`src/rtl/alu_pkg.sv`:
```
// Shared constants and types for the ALU issue stage: op codes, flag bit
// positions within the flag vector, and the issue FSM state encoding.
package alu_pkg;

    // Operation codes carried on req_op / alu_op
    localparam int OP_DIV = 0;
    localparam int OP_MUL = 1;

    // Bit positions of the ALU-defined flags inside the L-bit flag vector
    localparam int MUL_OVF   = 0;
    localparam int DIV_REM   = 1;
    localparam int DIV_ZERO  = 2;
    localparam int DIV_OVF   = 3;
    localparam int NUM_FLAGS = 4;

    // Issue FSM states
    typedef enum logic [1:0] {
        IDLE  = 2'd0,
        ISSUE = 2'd1,
        RESP  = 2'd2
    } state_t;

endpackage

```
`src/rtl/alu_flag_reg.sv`:
```
// Sticky flag register. A capture from the ALU always wins over a clear, so
// a clear that lands in the capture cycle cannot wipe the fresh result flags.
module alu_flag_reg
    import alu_pkg::*;
#(
    parameter int L = 16
) (
    input  logic         clk,
    input  logic         rst_n,
    input  logic         clr,
    input  logic         cap_en,
    input  logic [L-1:0] cap_flags,
    output logic [L-1:0] flags
);

    logic [L-1:0] flags_q;
    logic [L-1:0] flags_d;

    // Next flag value: capture has priority, then clear, else hold
    always_comb begin
        flags_d = flags_q;
        if (cap_en) begin
            flags_d = cap_flags;
        end else if (clr) begin
            flags_d = '0;
        end
    end

    // Flag storage
    always_ff @(posedge clk or negedge rst_n) begin
        if (!rst_n) begin
            flags_q <= '0;
        end else begin
            flags_q <= flags_d;
        end
    end

    assign flags = flags_q;

endmodule

```
`src/rtl/alu_issue.sv`:
```
// Single-outstanding issue stage for a fixed-latency external ALU.
// A request is latched in IDLE, the operand registers drive the ALU for
// ALU_LAT cycles, then the result is captured and held until the consumer
// takes it. req_ready/rsp_valid are registered so both stay low during reset
// and req_ready rises on the first edge after reset is released.
// ALU_LAT must be in 1..4.
module alu_issue
    import alu_pkg::*;
#(
    parameter int L       = 16,
    parameter int OP_W    = 1,
    parameter int ALU_LAT = 1
) (
    input  logic            clk,
    input  logic            rst_n,
    input  logic            req_valid,
    output logic            req_ready,
    input  logic [OP_W-1:0] req_op,
    input  logic [L-1:0]    req_a,
    input  logic [L-1:0]    req_b,
    output logic            rsp_valid,
    input  logic            rsp_ready,
    output logic [L-1:0]    rsp_result,
    output logic [L-1:0]    rsp_flags,
    input  logic            flags_clr,
    output logic [L-1:0]    flags,
    output logic [OP_W-1:0] alu_op,
    output logic [L-1:0]    alu_a,
    output logic [L-1:0]    alu_b,
    output logic [L-1:0]    alu_flags_in,
    input  logic [L-1:0]    alu_r,
    input  logic [L-1:0]    alu_flags_out
);

    localparam int CNT_W = 3;

    state_t            state_q, state_d;
    logic [CNT_W-1:0]  cnt_q, cnt_d;
    logic [OP_W-1:0]   op_q, op_d;
    logic [L-1:0]      a_q, a_d;
    logic [L-1:0]      b_q, b_d;
    logic [L-1:0]      res_q, res_d;
    logic [L-1:0]      rspf_q, rspf_d;
    logic              ready_q, ready_d;
    logic              valid_q, valid_d;
    logic              capture;
    logic [L-1:0]      flags_cur;

    // Next-state, operand latching, wait counter and result capture
    always_comb begin
        state_d = state_q;
        cnt_d   = cnt_q;
        op_d    = op_q;
        a_d     = a_q;
        b_d     = b_q;
        res_d   = res_q;
        rspf_d  = rspf_q;
        capture = 1'b0;
        case (state_q)
            IDLE: begin
                if (req_valid && ready_q) begin
                    op_d    = req_op;
                    a_d     = req_a;
                    b_d     = req_b;
                    cnt_d   = CNT_W'(ALU_LAT);
                    state_d = ISSUE;
                end
            end
            ISSUE: begin
                if (cnt_q == CNT_W'(1)) begin
                    capture = 1'b1;
                    res_d   = alu_r;
                    rspf_d  = alu_flags_out;
                    cnt_d   = '0;
                    state_d = RESP;
                end else begin
                    cnt_d = cnt_q - CNT_W'(1);
                end
            end
            RESP: begin
                if (rsp_ready) begin
                    state_d = IDLE;
                end
            end
            default: begin
                state_d = IDLE;
                cnt_d   = '0;
            end
        endcase
        // Handshake outputs follow the state being entered
        ready_d = (state_d == IDLE);
        valid_d = (state_d == RESP);
    end

    // State, counter, operand and response registers
    always_ff @(posedge clk or negedge rst_n) begin
        if (!rst_n) begin
            state_q <= IDLE;
            cnt_q   <= '0;
            op_q    <= '0;
            a_q     <= '0;
            b_q     <= '0;
            res_q   <= '0;
            rspf_q  <= '0;
            ready_q <= 1'b0;
            valid_q <= 1'b0;
        end else begin
            state_q <= state_d;
            cnt_q   <= cnt_d;
            op_q    <= op_d;
            a_q     <= a_d;
            b_q     <= b_d;
            res_q   <= res_d;
            rspf_q  <= rspf_d;
            ready_q <= ready_d;
            valid_q <= valid_d;
        end
    end

    // Sticky flags; a clear is honoured in every cycle except the capture
    alu_flag_reg #(
        .L (L)
    ) u_flag_reg (
        .clk       (clk),
        .rst_n     (rst_n),
        .clr       (flags_clr),
        .cap_en    (capture),
        .cap_flags (alu_flags_out),
        .flags     (flags_cur)
    );

    assign req_ready    = ready_q;
    assign rsp_valid    = valid_q;
    assign rsp_result   = res_q;
    assign rsp_flags    = rspf_q;
    assign flags        = flags_cur;
    assign alu_op       = op_q;
    assign alu_a        = a_q;
    assign alu_b        = b_q;
    assign alu_flags_in = flags_cur;

endmodule
```
`config.mk`:
```
export PLATFORM = sky130hd
export DESIGN_NAME = alu_issue
export DESIGN_NICKNAME = d
export VERILOG_FILES = /design/src/rtl/alu_pkg.sv /design/src/rtl/alu_flag_reg.sv /design/src/rtl/alu_issue.sv
export SDC_FILE = /design/constraint.sdc
export NUM_CORES = 1
export LEC_CHECK = 0
export CORE_ASPECT_RATIO = 1.5
export CORE_MARGIN = 2
export CORE_UTILIZATION = 44
export DETAILED_ROUTE_END_ITERATION = 16
export PLACE_DENSITY = 0.84
export SYNTH_ARGS = -nofsm -noshare
export SYNTH_HDL_FRONTEND = slang
export SYNTH_SLANG_ARGS = --single-unit
```
`constraint.sdc`:
```
create_clock -name clk -period 3.4 [get_ports clk]
set_input_delay 0.51 -clock clk [delete_from_list [all_inputs] [get_ports clk]]
set_output_delay 0.51 -clock clk [all_outputs]
set_load 0.02 [all_outputs]
```
# After elaboration in Yosys (flattened, before gate mapping)
# Cells that the tools add are included.
word_totals:
  regBits: 88
  input_bits: 70
  out_inout_bits: 99
  word_cells: 35
op_classes:
  addsub: 1
  eq_ne: 5
  mux: 11
  bitwise: 1
  reduce_logical: 7
ops:
  columns: ["cell", "n"]
  rows:
  - ["2-to-1 mux 16 bit", 2]
  - ["case mux 3 bit (3 select lines)", 1]
  - ["2-to-1 mux 2 bit", 3]
  - ["2-to-1 mux 3 bit", 2]
  - ["case mux 2 bit (3 select lines)", 1]
  - ["AND reduction 2 bit", 3]
  - ["== test 2 bit (second input constant)", 2]
  - ["zero test 2 bit", 2]
  - ["== test 3 x 1 -> 1 bit (second input constant)", 1]
  - ["subtractor 3 x 1 -> 3 bit (second input constant)", 1]
  - ["== test 2 x 1 -> 1 bit (second input constant)", 1]
  - ["2-to-1 mux 1 bit", 2]
  - ["inequality test 2 bit (second input constant)", 1]
  - ["nonzero test 2 bit", 1]
  - ["logical AND 1 bit", 1]
  - ["inverter 1 bit", 1]

# Logic depth before layout (Yosys ltp)
depth:
  word_depth: 4
  ltp_mapped: 7
  ltp_nobuf: 5

# By module
# From an unflattened synthesis, not the netlist that was laid out.
unflattened:
  cells_unflattened: 222
  area_unflattened_um2: 3482.1
by_module_without_submodules:
  columns: ["module", "instances", "cells_per_inst", "area_each_um2", "seq_area_each_um2"]
  rows:
  - ["alu_issue", 1, 186, 2886.5, 1801.7]
  - ["alu_flag_reg", 1, 36, 595.6, 400.4]

# Worst setup path before layout
# OpenSTA, ideal clock, no wires.
synth_timing:
  path_type: "input to register"
  from: "input req_valid"
  to: "register a_q[0] (netlist: alu_a[0])"
  setup_ns: 0.125
  arrival_ns: 1.449
  required_time_ns: 3.275
  path_slack_ns: 1.827
  cell_stages: 4
  path_buffers: 1
  cell_sequence: "nand2_1 > nor3_4 > buf_6 > mux2_2"
synth_via:
  elab_chain_cells: 2
synth_lines:
  columns: ["item", "line_no", "rtl"]
  rows:
  - ["start, declared", "alu_issue.sv:16", "input logic req_valid,"]
  - ["logical AND 1 bit", "alu_issue.sv:61", "if (req_valid && ready_q) begin"]
  - ["AND reduction 2 bit (no line)", null, null]
  - ["end signal, assigned", "alu_issue.sv:101", "a_q <= '0;"]
  - ["end signal, assigned", "alu_issue.sv:111", "a_q <= a_d;"]
  - ["end, declared", "alu_issue.sv:40", "logic [L-1:0] a_q, a_d;"]
# Every way passes these cells.
# A chain may end at the register's enable or synchronous reset.

# Final worst setup path
layout_timing:
  from: "register cnt_q[1]"
  to: "register res_q[4] (netlist: rsp_result[4])"
layout_via:
  elab_chain_cells: 2
layout_lines:
  columns: ["item", "line_no", "rtl"]
  rows:
  - ["start, declared", "alu_issue.sv:38", "logic [CNT_W-1:0] cnt_q, cnt_d;"]
  - ["start signal, assigned", "alu_issue.sv:109", "cnt_q <= cnt_d;"]
  - ["== test 3 x 1 -> 1 bit", "alu_issue.sv:70", "if (cnt_q == CNT_W'(1)) begin"]
  - ["AND reduction 2 bit (no line)", null, null]
  - ["end signal, assigned", "alu_issue.sv:113", "res_q <= res_d;"]
  - ["end, declared", "alu_issue.sv:42", "logic [L-1:0] res_q, res_d;"]
# Every way passes these cells.

==> impl_results.md <==
- Core box area: around 7600 um^2
- Total design power: ~5.4 mW
- Worst skew pair latency: 0.33 ns
- Final Cell Area: approximately 5300 um^2
- Final setup violation count: 0
- WL/cell: around 17 um
- Slew margin rel.: between 20 and 30%
- Top cell type's share of synthesized area: 63.5%
- CTS sink cnt: 88
- Antenna violations before repair: 0
- CTS buffer count: 9
- Area of the multi-input gates: between 1000 and 1500 um^2
- Crit-path slowest cell: and4bb_2
- Iter 0 DRT Violations: 93
- RSZ-0062 raised after global routing: no
- Post-route clock skew: around 0.0040 ns
- DRC Markers: 0
- Combinational power share: about half
- DIE HEIGHT: 113 um
- Power share of the clock group: between 15 and 20%
- EDFF count, synth: 0
- Ranking of synthesized cells by area: dfrtp_1 (64%), mux2_2 (11%), mux2_1 (10%)
- Top FF cell, synth: dfrtp_1
- Avg Cell Area, Syn: around 16 um^2
- Vias in the first global route: ~2600
- Critical-path cell list: inv_1 -> ha_1 -> and4bb_2 -> buf_4 -> mux2_1
- Switching share of power: 35.6%
- Via count: 2390
- HPWL Detailed: roughly 5800 um
- Seq pwr share: between 30% and 40%
- Fmax: 0.481 GHz
- Diode count: 0
- WS Path Type: flop to flop
- Worst-margin pin slew: ~1.1 ns
- Final wirelength: about 8000 um
- Setup WS pre-CTS: between 1 and 1.5 ns
- Clock transition at the registers of the reported paths: 0.06 ns
- Area added between synthesis and finish: 54.2%
- Synth async-reset ratio: 100%
- Port Buffer Count: 168
- Reg area: between 2000 and 2500 um^2
- GPL Wtd Cong: 0.734
- Max_cap viols: 0
- CTS tree: built
- Routed vias/inst: 4.96
- Seq/Total Area, Yosys: a little under two thirds
- Internal: 3.47 mW
- PwrDens: between 1000 and 1500 nW/um^2
- Total of warnings raised by yosys: 0
- Post-synthesis cell area: 3470 um^2
- CP max stage delay: 0.59 ns
- Final hold violation count: 0
- Worst Path Required: ~3.6 ns
- Routed Antenna Nets: 0
- Status: completed
- Minimum clock period: 2.08 ns
- # H-tree levels: 3
- Post-CTS Repair Setup Buffers: 0
- Row count: 39
- Fillers: 551
- Post-route clock period utilization: 61.1%
- Leak: roughly 2.3 nW
- Yosys reg bits: 88
- Post-CTS sizing: 0
- Most frequent cell after synthesis: dfrtp_1
- CTS root buffer: clkbuf_16
- Largest net degree at the start of global routing: 89
- Final setup margin: 1.32 ns
- GRT Residual Overflow: 0
- First-pass GRT wire length: roughly 13000 um
- Total GRT Usage: 19.4%
- First drt pass iteration count: 4
- Share of layout cells above drive strength 1: 13.7%
- Post-layout nets: ~450
- Synth top cells by count: dfrtp_1 (88), mux2_2 (33), mux2_1 (32)
- Syn_nets: about 290
- Hold WC Path Type: primary input to async pin
- Clock Tree Buf Depth: 2
- Mapped Cells: 222
- Die Footprint: ~8600 um^2
- Die width: between 70 and 80 um
- Count of cell types in the netlist: 23
- Worst Path Arrival: between 2 and 2.5 ns
- Critical path capture point type: flop
- DP Area: 5090 um^2
- Cts hold-fix bufs: 0
- Crit start category: flop
- VDD IR max: about 0.57 mV
- Post-synth top area cell: dfrtp_1
- Switching power: 1.92 mW
- Setup_tns: 0 ns
- Final hold slack: 0.377 ns
- Pins Over Slew Limit: 0
- I/O pins: 169
- Maximum fanout along the worst path: 20
- Initial core utilization: between 40% and 50%
[area by class of cell]
| cell class | instances | area share [%] |
|---|---|---|
| Sequential cell | 88 | 41.2 |
| Clock buffer | 13 | 4.68 |
| Clock inverter | 1 | 0.0936 |
| Tap cell | 102 | 2.39 |
| Multi-Input combinational cell | 103 | 19.5 |
| Timing Repair Buffer | 171 | 31.8 |
| Inverter | 4 | 0.281 |
[cells by family (layout without fill, tap and decap cells)]
kind of cell / Yosys count / count (layout) / synth area share, %
adders and majority gates: 2 / 2 / 0.722
and+or+nand+nor: 11 / 11 / 2.45
AOI/OAI and AO/OA: 25 / 25 / 5.81
buffers and inverters: 31 / 189 / 6.39
muxes: 65 / 65 / 21.1
DFF: 88 / 88 / 63.5
[flip-flops by register name (all words and copies together) (netlist names)]
| signal | cells |
|---|---|
| rsp_valid | 1 |
| rsp_result | 16 |
| rsp_flags | 16 |
| alu_a | 16 |
| alu_b | 16 |
| u_flag_reg.flags | 16 |
| alu_op | 1 |
| req_ready | 1 |
| cnt_q | 3 |
| state_q | 2 |
[metal layers]
layer	track usage (%)	part of all wire, %
met1	22.3	39
met2	32.6	52
met3	5.98	5.9
met4	10.3	3.3
met5	0	0
[per-stage QoR]
| stage | instances | utilization (%) |
|---|---|---|
| detailed placement | 468 | 66.9 |
| global placement | 468 | 66.9 |
| finish | 482 | 70.2 |
| floorplan | 222 | - |
| CTS | 482 | 70.2 |
| global route | 482 | 70.2 |
[critical path: cells and delay by family, from the launching register on]
family        cells  cell delay (ns)
simple gates      1             0.59
buf+inv           2             0.45
fa+ha+maj         1             0.18
mux               1             0.36
flops             1             0.36
[power by group through the flow]
stage	clock, mW	combinational (mW)	sequential [mW]
2_1_floorplan	0	0.930	2.39
3_3_place_gp	0	2.65	1.83
3_5_place_dp	0	2.71	1.86
4_1_cts	0.891	2.72	1.84
5_1_grt	0.932	2.83	1.92
6_report	0.868	2.69	1.84
[cells in the final DEF, fill, tap and decap left out, types with 3 or more instances in the layout]
cell,netlist,routed
inv_1,4,4
mux2_1,32,32
clkbuf_1,0,3
buf_4,21,4
a22o_1,16,16
mux2_2,33,33
a21oi_1,3,3
clkdlybuf4s50_1,0,167
dfrtp_1,88,88
clkbuf_16,0,9
nor2_1,3,3
[path summary, 6_finish.rpt]
check	start	to	slack, ns	cells after the start
min	rst_n	rsp_result[8]	0.38	1
min in group clk	rsp_result[12]	rsp_result[12]	0.48	1
max in group asynchronous	rst_n	rsp_flags[9]	2.35	1
max	cnt_q[1]	rsp_result[4]	1.32	5
max reg2reg	cnt_q[1]	rsp_result[4]	1.32	5
min reg2reg	rsp_result[12]	rsp_result[12]	0.48	1
(Power assumes the default switching activity.)
